**config.mk**
```make
export PLATFORM = sky130hd
export DESIGN_NAME = spi_slave_rx_frame
export DESIGN_NICKNAME = d
export VERILOG_FILES = /design/src/rtl/spi_slave_rx_frame.sv
export SDC_FILE = /design/constraint.sdc
export NUM_CORES = 1
export LEC_CHECK = 0
export ABC_AREA = 1
export CORE_MARGIN = 2
export CORE_UTILIZATION = 40
export CTS_BUF_LIST = sky130_fd_sc_hd__clkbuf_4 sky130_fd_sc_hd__clkbuf_8
export CTS_CLUSTER_SIZE = 20
export DETAILED_ROUTE_END_ITERATION = 12
export GPL_ROUTABILITY_DRIVEN = 0
export PLACE_DENSITY = 0.64
export SYNTH_ARGS = -nofsm -noshare
export SYNTH_HDL_FRONTEND = slang
export SYNTH_SLANG_ARGS = --single-unit
export TNS_END_PERCENT = 50
```
**constraint.sdc**
```tcl
create_clock -name clk -period 5.5 [get_ports clk]
set_clock_uncertainty 0.2 [all_clocks]
set_input_delay 1.1 -clock clk [delete_from_list [all_inputs] [get_ports clk]]
set_output_delay 1.1 -clock clk [all_outputs]
set_load 0.02 [all_outputs]
```
**src/rtl/spi_slave_rx_frame.sv**
```systemverilog
// spi_slave_rx_frame: SPI mode-0 slave that receives a fixed-length frame MSB first and replies on miso
//   clk, reset : system clock, synchronous active-high reset
//   sclk, mosi, ss : raw asynchronous SPI inputs (ss active-low)
//   miso       : reply bit, MSB of tx_data first
//   tx_data    : reply word, sampled at frame start
//   rx_data    : last complete received frame
//   rx_valid   : one-cycle strobe after rx_data updates
//   frame_err  : one-cycle strobe when a frame ends abnormally
module spi_slave_rx_frame #(
    parameter int DATA_BYTES  = 2,
    parameter int SYNC_STAGES = 2,
    localparam int FW = 8 * DATA_BYTES
) (
    input  logic          clk,
    input  logic          reset,
    input  logic          sclk,
    input  logic          mosi,
    input  logic          ss,
    output logic          miso,
    input  logic [FW-1:0] tx_data,
    output logic [FW-1:0] rx_data,
    output logic          rx_valid,
    output logic          frame_err
);
    localparam int CW = $clog2(FW + 1);
    typedef enum logic [1:0] {IDLE, SHIFT, HOLD} state_t;
    state_t state;
    logic [SYNC_STAGES-1:0] sclk_q, mosi_q, ss_q, fill;
    logic sclk_d, ss_d, armed, valid_pend, extra;
    logic sclk_s, mosi_s, ss_s, s_rise, s_fall, ss_rise, ss_fall;
    logic [CW-1:0] cnt;
    logic [FW-1:0] rx_sr, tx_sr, rx_next;
    assign sclk_s  = sclk_q[SYNC_STAGES-1];
    assign mosi_s  = mosi_q[SYNC_STAGES-1];
    assign ss_s    = ss_q[SYNC_STAGES-1];
    assign s_rise  = sclk_s & ~sclk_d;
    assign s_fall  = ~sclk_s & sclk_d;
    assign ss_rise = ss_s & ~ss_d;
    assign ss_fall = ~ss_s & ss_d;
    assign rx_next = {rx_sr[FW-2:0], mosi_s};
    assign miso    = (state != IDLE) & ~ss_s & tx_sr[FW-1];
    // fill marks when the synchronizers hold real post-reset samples; armed then
    // requires ss seen high, so a frame already in progress at reset release is ignored
    always_ff @(posedge clk) begin
        if (reset) begin
            sclk_q     <= '0;
            mosi_q     <= '0;
            ss_q       <= '1;
            fill       <= '0;
            sclk_d     <= 1'b0;
            ss_d       <= 1'b1;
            armed      <= 1'b0;
            state      <= IDLE;
            cnt        <= '0;
            extra      <= 1'b0;
            valid_pend <= 1'b0;
            rx_sr      <= '0;
            tx_sr      <= '0;
            rx_data    <= '0;
            rx_valid   <= 1'b0;
            frame_err  <= 1'b0;
        end else begin
            sclk_q     <= {sclk_q[SYNC_STAGES-2:0], sclk};
            mosi_q     <= {mosi_q[SYNC_STAGES-2:0], mosi};
            ss_q       <= {ss_q[SYNC_STAGES-2:0], ss};
            fill       <= {fill[SYNC_STAGES-2:0], 1'b1};
            sclk_d     <= sclk_s;
            ss_d       <= ss_s;
            armed      <= armed | (fill[SYNC_STAGES-1] & ss_s);
            rx_valid   <= valid_pend;
            valid_pend <= 1'b0;
            frame_err  <= 1'b0;
            case (state)
                IDLE: if (ss_fall && armed) begin
                    tx_sr <= tx_data;
                    cnt   <= '0;
                    extra <= 1'b0;
                    state <= SHIFT;
                end
                SHIFT: if (ss_rise) begin
                    frame_err <= cnt != '0;
                    state     <= IDLE;
                end else begin
                    if (s_rise) begin
                        rx_sr <= rx_next;
                        cnt   <= cnt + 1'b1;
                        if (cnt == CW'(FW - 1)) begin
                            rx_data    <= rx_next;
                            valid_pend <= 1'b1;
                            state      <= HOLD;
                        end
                    end
                    if (s_fall) tx_sr <= {tx_sr[FW-2:0], 1'b0};
                end
                HOLD: if (ss_rise) begin
                    frame_err <= extra;
                    state     <= IDLE;
                end else if (s_rise) begin
                    extra <= 1'b1;
                end
                default: state <= IDLE;
            endcase
        end
    end
endmodule

```
==> results of run 1 <==
-- power by group through the flow --
stage	Combinational [uW]	Clock, uW	Sequential (uW)
after CTS	422	403	590
after detailed placement	419	0	601
after global placement	412	0	599
after global routing	490	424	596
after floorplan	374	0	595
final	416	388	589
-- per-stage QoR --
step	setup WS [ns]	area [sq um]	std cells	utilization (%)	hold WS, ns
6_report	2.32	3470	524	50.6	0.207
2_1_floorplan	3.04	2880	390	-	0.188
4_1_cts	2.27	3470	524	50.6	0.211
5_1_grt	2.08	3470	524	50.6	0.224
3_5_place_dp	1.94	3280	508	47.7	0.195
3_3_place_gp	1.98	3280	508	47.7	0.195
-- registers in the layout, summed over array words and instances (netlist names), 2 cells and up --
signal	flops
tx_sr	16
state	2
rx_data	16
cnt	5
fill	2
ss_q	2
rx_sr	15
mosi_q	2
sclk_q	2
-- area by class of cell --
| type | count | area [sq um] |
|---|---|---|
| flip-flops and latches | 69 | 1380 |
| fillers | 689 | 3400 |
| multi-input cells | 250 | 1180 |
| clock inverters | 4 | 30.0 |
| well taps | 96 | 120 |
| inverters | 53 | 199 |
| repair buffers | 40 | 398 |
| clock buffers | 12 | 165 |
-- placed cells by master (no fill, tap or decap), drive strengths merged --
cell type,count
nand2,77
nor2,71
dfxtp,69
inv,54
o21ai,49
clkdlybuf4s50,39
a21oi,29
clkbuf,12
nand3,9
ha,6
nor3,4
nand4,2
or2,2
clkinv,2
mux2i,1
clkinvlp,1
buf,1
-- worst max-delay path by stage --
stage              from          end  slack (ns)  cells after the start
3_3_place_gp      reset  rx_data[11]        1.98                      5
3_5_place_dp      reset  rx_data[11]        1.94                      5
2_1_floorplan  state[0]         miso        3.04                      3
5_1_grt           reset  rx_data[11]        2.08                      5
6_report       state[0]         miso        2.32                      4
4_1_cts        state[0]         miso        2.27                      4
-- cells by family (layout without fill, tap and decap cells) --
kind of cell	count (synthesis)	count (layout)	share of synthesized area, %
AO/OA/AOI/OAI	78	78	14.0
AND/OR/NAND/NOR	165	165	24.1
flip-flops	69	69	48.0
adder cells (fa/ha/maj)	6	6	2.61
buffers and inverters	71	109	10.9
multiplexers	1	1	0.348
-- worst max-delay path: cells and delay by family, from the launching register on --
| kind | cells | cell delay (ns) |
|---|---|---|
| buf+inv | 2 | 0.70 |
| flops | 1 | 0.33 |
| fa+ha+maj | 1 | 0.28 |
| simple gates | 1 | 0.23 |
-- routing by layer --
| layer | GRT usage [%] | vias to the layer above | share of wire (%) |
|---|---|---|---|
| li1 | - | 1278 | - |
| met1 | 18.2 | 1036 | 48 |
| met2 | 25.1 | 29 | 47 |
| met3 | 5.69 | 9 | 3.4 |
| met4 | 4.96 | 0 | 1.4 |
| met5 | 0 | - | 0 |
==> impl_metrics.toml, run 1 <==
[logic_synthesis]
avgSynthCellArea_sq_um = 7.37
ys.flop_type = "dfxtp_1"
async_reset_ff_share_pct = 0
synth_top_area_share_pct = 48.0
ys.warnings.count = 0
synth_area_leader_cell = "dfxtp_1"
post-synth-top-count-cell = "nand2_1"
synth_seq_cells = 69
synth_edf_count = 0
syn_inst = 390
synthTopCellsByArea = "dfxtp_1 48%, nand2_1 9.4%, nor2_1 9.0%, inv_1 6.3%, o21ai_0 5.9%"
ys_types = 23
synth_fp_nets = 417
synth_area_sq_um = 2880
ys_seq_area_share_pct = 48.0
synth_common_cells = "72 x nand2_1, 69 x dfxtp_1, 69 x nor2_1, 48 x inv_1, 34 x o21ai_0"

[pwr]
p_seq_share_pct = 42.3
cellLeakagePower_uw = 0.00155
power.switching_uw = 485
p_sw_share_pct = 34.8
p_comb_share_pct = 29.9
intPower_uw = 908
clockPowerShare_pct = 27.8
total_power_uw = 1390
pwr_density_cell_nw_per_um2 = 401
peakVddDrop_mv = 0.203

[clocking]
clk_pin_slew_ns = 0.07
post_cts_buffers = 0
clk_path_buf_depth = 2
cts_resized = 0
htree_levels = 3
cts_buffers = 9
hold_buffers = 0
clk_root_buffer_cell = "clkbuf_8"
cts.sinks = 69
clkLatencyLatePin_ns = 0.34
cts_tree = "built"

[floorplanning]
die_y_um = 88.8
coreArea_sq_um = 6870
pin_count = 40
rows = 30
die_area_sq_um = 7880
start_util_pct = 41.9
die_w_um = 88.8

[timing]
hold_viol = 0
rsz0062_at_grt = "no"
tns_ns = 0
setup_viol = 0
tightest_slew_ns = 1.14
slew_violations = 0
period_share_pct = 57.9
period_minus_slack_ns = 3.18
maxSlewHeadroom_pct = 23.6
fmax_mhz = 314

[setup_path]
critPathKind = "reg2out"
regToRegEndpoint = "rx_data[0]"
worst-path-max-fanout = 4
crit_arrival_ns = 1.88
r2r_slack_ns = 3.19
cp_slowest_stage_delay_ns = 0.63
crit_path_top_delay_cell = "clkdlybuf4s50_1"
worstSetupEndpointType = "output port"
r2r_cells = 9
crit_chain = "inv_1, ha_1, nor3_1, clkdlybuf4s50_1"
start_kind = "flop"
worstPathRequired_ns = 4.20
timing.rr.start = "cnt[1]"

[flow_run]
cap_violations = 0

[cells_and_area]
diodes = 0
final_nets = 450
syn2layout_area_growth_pct = 20.8
drive_gt1_share_pct = 7.71

[route]
wl_per_cell_um = 10.2
via_per_inst = 4.49
drc = 0
dr.first_iter.drc_count = 102
totalWireLength_mm = 5.36
first_pass_iters = 4
ant_nets = 0
vias = 2352

[global_routing]
antenna_found_initial = 0
grt_start_max_net_pins = 45
grt_pass1_wl_mm = 9.35
grt_pass1_vias = 2165
grt-ovfl-total = 0
groute.usage.overall_pct = 15.2

[worst_hold_path]
holdPathEnd = "mosi_q[1]"
hp-start = "mosi_q[0]"
hold_class = "reg2reg"
holdPathStages = 2

[placed_design]
dp_hpwl_mm = 3.59
port_buffers = 39

[run_status]
status = "finished, final reports clean"
Note: power is estimated with default switching activity, not from simulation.
==> run 2: changes to the inputs <==
--- a/config.mk
+++ b/config.mk
@@ -12,7 +12,7 @@
 export CTS_CLUSTER_SIZE = 20
 export DETAILED_ROUTE_END_ITERATION = 12
 export GPL_ROUTABILITY_DRIVEN = 0
-export PLACE_DENSITY = 0.64
+export PLACE_DENSITY = 0.67
 export SYNTH_ARGS = -nofsm -noshare
 export SYNTH_HDL_FRONTEND = slang
 export SYNTH_SLANG_ARGS = --single-unit
==> constraint.sdc (replaced) <==
create_clock -name clk -period 2.9 [get_ports clk]
set_clock_uncertainty 0.2 [all_clocks]
set_input_delay 0.58 -clock clk [delete_from_list [all_inputs] [get_ports clk]]
set_output_delay 0.58 -clock clk [all_outputs]
set_load 0.02 [all_outputs]
==> run 2 against run 1 <==
Non-clock buffer count grew 6. Critical path depth is the same. First-iteration DRC count grew 8.8%. Via count up 1.7%. Clock-buffer cell count down 3. Sequential power increased by 90%. Total power is 96% higher. Final cell count is 1.1% higher. Register-to-register slack lost 2.5 ns. Critical endpoint unchanged. Highest routed layer unchanged.
==> impl_metrics.toml, run 2 (synthesis results as in run 1) <==
[clocking]
cts_buffers = 9
cts.sinks = 69
hold_buffers = 0
clk_path_buf_depth = 2
clk_pin_slew_ns = 0.08
clkLatencyLatePin_ns = 0.35
cts_resized = 0
clk_root_buffer_cell = "clkbuf_8"
post_cts_buffers = 0
htree_levels = 3
cts_tree = "built"

[timing]
slew_violations = 0
setup_viol = 0
fmax_mhz = 364
layout_setup_ws_ns = 0.156
tns_ns = 0
maxSlewHeadroom_pct = 65.0
tightest_slew_ns = 0.524
period_minus_slack_ns = 2.74
rsz0062_at_grt = "no"
whs_ns = 0.202
hold_viol = 0
period_share_pct = 94.6

[pwr]
cellLeakagePower_uw = 0.00158
peakVddDrop_mv = 0.338
total_power_uw = 2730
pwr_density_cell_nw_per_um2 = 773

[route]
dr.first_iter.drc_count = 111
ant_nets = 0
drc = 0
first_pass_iters = 4
wl_per_cell_um = 10.2
vias = 2391
via_per_inst = 4.51
totalWireLength_mm = 5.43

[cells_and_area]
diodes = 0
layout_common_cells = "72 x nand2_1, 69 x nor2_1, 69 x dfxtp_1, 48 x inv_1, 39 x clkdlybuf4s50_1"
reg_top3 = "rx_data: 16 flops, tx_sr: 16 flops, rx_sr: 15 flops"
final_nets = 456
finalInstanceArea_sq_um = 3530
drive_gt1_share_pct = 8.99
syn2layout_area_growth_pct = 22.7
mostFrequentLayoutCell = "nand2_1"

[setup_path]
critPathKind = "reg2out"
r2r_cells = 9
worstSetupEndpointType = "output port"
crit_arrival_ns = 1.96
start_kind = "flop"
worst-path-max-fanout = 4
worstPathRequired_ns = 2.12

[placed_design]
port_buffers = 39
pre_cts_ws_ns = 0.524
dp_hpwl_mm = 3.73
place_area_sq_um = 3320

[global_routing]
grt_pass1_wl_mm = 9.67
grt_pass1_vias = 2211
grt_start_max_net_pins = 33
grt-ovfl-total = 0
antenna_found_initial = 0
groute.usage.overall_pct = 15.7

[floorplanning]
start_util_pct = 41.9
die_y_um = 88.8
rows = 30
pin_count = 40
die_area_sq_um = 7880
die_w_um = 88.8
coreArea_sq_um = 6870

[worst_hold_path]
holdPathStages = 2
hold_class = "reg2reg"

[flow_run]
cap_violations = 0

[run_status]
status = "finished, final reports clean"
run 2: metrics by stage:
stage	utilization [%]	cells
after floorplan	-	390
after global placement	48.4	514
after detailed placement	48.4	514
after CTS	51.4	530
after global routing	51.4	530
final	51.4	530
run 2: critical path: stages (launching register included):
cell and delay, ns:
dfxtp_1 0.34, inv_1 0.08, ha_1 0.27, nor3_1 0.27, clkdlybuf4s50_1 0.65
run 2: final timing paths:
kind | from | to | slack [ns]
setup / recovery | state[0] | miso | 0.16
hold reg to reg | mosi_q[0] | mosi_q[1] | 0.20
setup reg to reg | cnt[1] | rx_data[15] | 0.68
hold / removal | mosi_q[0] | mosi_q[1] | 0.20
run 2: cell type report:
| class | instances | area (sq um) |
|---|---|---|
| Inverter | 53 | 199 |
| Fill cell | 689 | 3340 |
| Tap cell | 96 | 120 |
| Timing Repair Buffer | 46 | 443 |
| Multi-Input combinational cell | 250 | 1180 |
| Clock buffer | 9 | 124 |
| Clock inverter | 7 | 81.3 |
| Sequential cell | 69 | 1380 |
run 2: power by group:
group / switching [uW] / total, uW / internal (uW)
logic: 524 / 805 / 281
clock network: 398 / 807 / 409
registers: 46.5 / 1120 / 1070
run 2: per-layer routing:
| layer | GRT usage (%) | vias up | wire length [um] |
|---|---|---|---|
| met1 | 20.1 | 1045 | 2730 |
| met2 | 23.9 | 48 | 2360 |
| met3 | 5.69 | 10 | 256 |
| li1 | - | 1288 | - |
| met5 | 0 | - | 0 |
| met4 | 6.47 | 0 | 79 |
==> run 3: changes to the inputs <==
--- a/config.mk
+++ b/config.mk
@@ -8,7 +8,7 @@
 export ABC_AREA = 1
 export CORE_MARGIN = 2
 export CORE_UTILIZATION = 40
-export CTS_BUF_LIST = sky130_fd_sc_hd__clkbuf_4 sky130_fd_sc_hd__clkbuf_8
+export CTS_BUF_LIST = sky130_fd_sc_hd__clkbuf_16
 export CTS_CLUSTER_SIZE = 20
 export DETAILED_ROUTE_END_ITERATION = 12
 export GPL_ROUTABILITY_DRIVEN = 0
==> run 3 against run 2 <==
Die area is the same. Final area grew 2.9%. First-iteration DRC count shrank 17%. Hold slack gained 0.0087 ns. Critical path type unchanged. Sequential power is essentially flat. Sequential share of layout area shrank 1.1 points. Non-clock buffer count is the same. Combinational power is essentially flat. Worst setup slack gained 0.027 ns. Final cell count is the same.
==> impl_metrics.toml, run 3 (synthesis results as in run 1) <==
[clocking]
cts_tree = "built"
htree_levels = 3
clk_path_buf_depth = 2
cts_buffers = 9
cts_resized = 0
hold_buffers = 0
cts.sinks = 69
clk_pin_slew_ns = 0.06
clk_root_buffer_cell = "clkbuf_16"
clkLatencyLatePin_ns = 0.32
post_cts_buffers = 0

[floorplanning]
die_area_sq_um = 7880
coreArea_sq_um = 6870
rows = 30
pin_count = 40
start_util_pct = 41.9
die_w_um = 88.8
die_y_um = 88.8

[global_routing]
grt_pass1_wl_mm = 9.75
antenna_found_initial = 0
grt_pass1_vias = 2223
grt_start_max_net_pins = 33
groute.usage.overall_pct = 15.9
grt-ovfl-total = 0

[placed_design]
port_buffers = 39
dp_hpwl_mm = 3.73
pre_cts_ws_ns = 0.524
placed_cells = 514

[timing]
setup_viol = 0
tightest_slew_ns = 0.526
tns_ns = 0
period_minus_slack_ns = 2.72
hold_viol = 0
fmax_mhz = 368
rsz0062_at_grt = "no"
period_share_pct = 93.7
slew_violations = 0
layout_setup_ws_ns = 0.182
maxSlewHeadroom_pct = 65.0

[setup_path]
worst-path-max-fanout = 4
critPathKind = "reg2out"
critPathBufInv = 2
cp_slowest_stage_delay_ns = 0.65
crit_arrival_ns = 1.94
worstSetupEndpointType = "output port"
worstPathRequired_ns = 2.12
cpLargestDelayFamily = "buffers and inverters"
start_kind = "flop"
crit_path_top_delay_cell = "clkdlybuf4s50_1"
crit_chain = "inv_1, ha_1, nor3_1, clkdlybuf4s50_1"

[cells_and_area]
reg_top3 = "rx_data: 16 flops, tx_sr: 16 flops, rx_sr: 15 flops"
drive_gt1_share_pct = 8.99
mostFrequentLayoutCell = "nand2_1"
syn2layout_area_growth_pct = 26.2
layout_common_cells = "72 x nand2_1, 69 x nor2_1, 69 x dfxtp_1, 48 x inv_1, 39 x clkdlybuf4s50_1"
final_nets = 456
diodes = 0
layout.cells.non_filler = 530

[route]
drc = 0
ant_nets = 0
wl_per_cell_um = 10.4
vias = 2384
first_pass_iters = 4
totalWireLength_mm = 5.52
via_per_inst = 4.50
dr.first_iter.drc_count = 92

[pwr]
cellLeakagePower_uw = 0.00163
peakVddDrop_mv = 0.379
pwr_density_cell_nw_per_um2 = 835

[run_status]
status = "finished, final reports clean"

[worst_hold_path]
hold_class = "reg2reg"

[flow_run]
cap_violations = 0
-- run 3: cell types whose count changed in the layout (fill, tap and decap cells not counted) --
cell / change
clkbuf_16: +9
clkbuf_8: -9
-- run 3: metrics by stage --
| step | total power (uW) | util (%) | cell area, sq um | hold WS [ns] |
|---|---|---|---|---|
| 6_report | 3030 | 52.8 | 3630 | 0.211 |
| 5_1_grt | 3260 | 52.8 | 3630 | 0.229 |
| 4_1_cts | 3070 | 52.8 | 3630 | 0.215 |
| 3_5_place_dp | 1940 | 48.4 | 3320 | 0.195 |
| 3_3_place_gp | 1920 | 48.4 | 3320 | 0.192 |
| 2_1_floorplan | 1840 | - | 2880 | 0.188 |
-- run 3: final timing paths --
check            start           to  slack, ns  cells past startpoint
min reg2reg  sclk_q[0]    sclk_q[1]       0.21                      2
max reg2reg     cnt[1]  rx_data[15]       0.68                      9
max           state[0]         miso       0.18                      4
min          sclk_q[0]    sclk_q[1]       0.21                      2
-- run 3: final cells by class --
type | count | area [sq um]
well taps | 96 | 120
multi-input cells | 250 | 1180
fillers | 683 | 3240
clock buffers | 9 | 225
flip-flops and latches | 69 | 1380
clock inverters | 7 | 81.3
inverters | 53 | 199
repair buffers | 46 | 443
-- run 3: report_power, final --
part           switching, uW  internal (uW)  leakage, uW  total [uW]
combinational            527            281     0.000917         808
sequential              46.8           1070     0.000562        1120
clock                    429            677     0.000147        1110
total                   1000           2030      0.00163        3030
-- run 3: metal layers --
layer,track usage [%],routed length [um]
met1,20.2,2760
met2,24.4,2480
met3,3.64,193
met4,10.2,86
met5,0,0
-- run 3: worst min-delay path: stages, from the launching register on --
cell	delay [ns]
dfxtp_1	0.30
inv_1	0.04
nor2_1	0.03
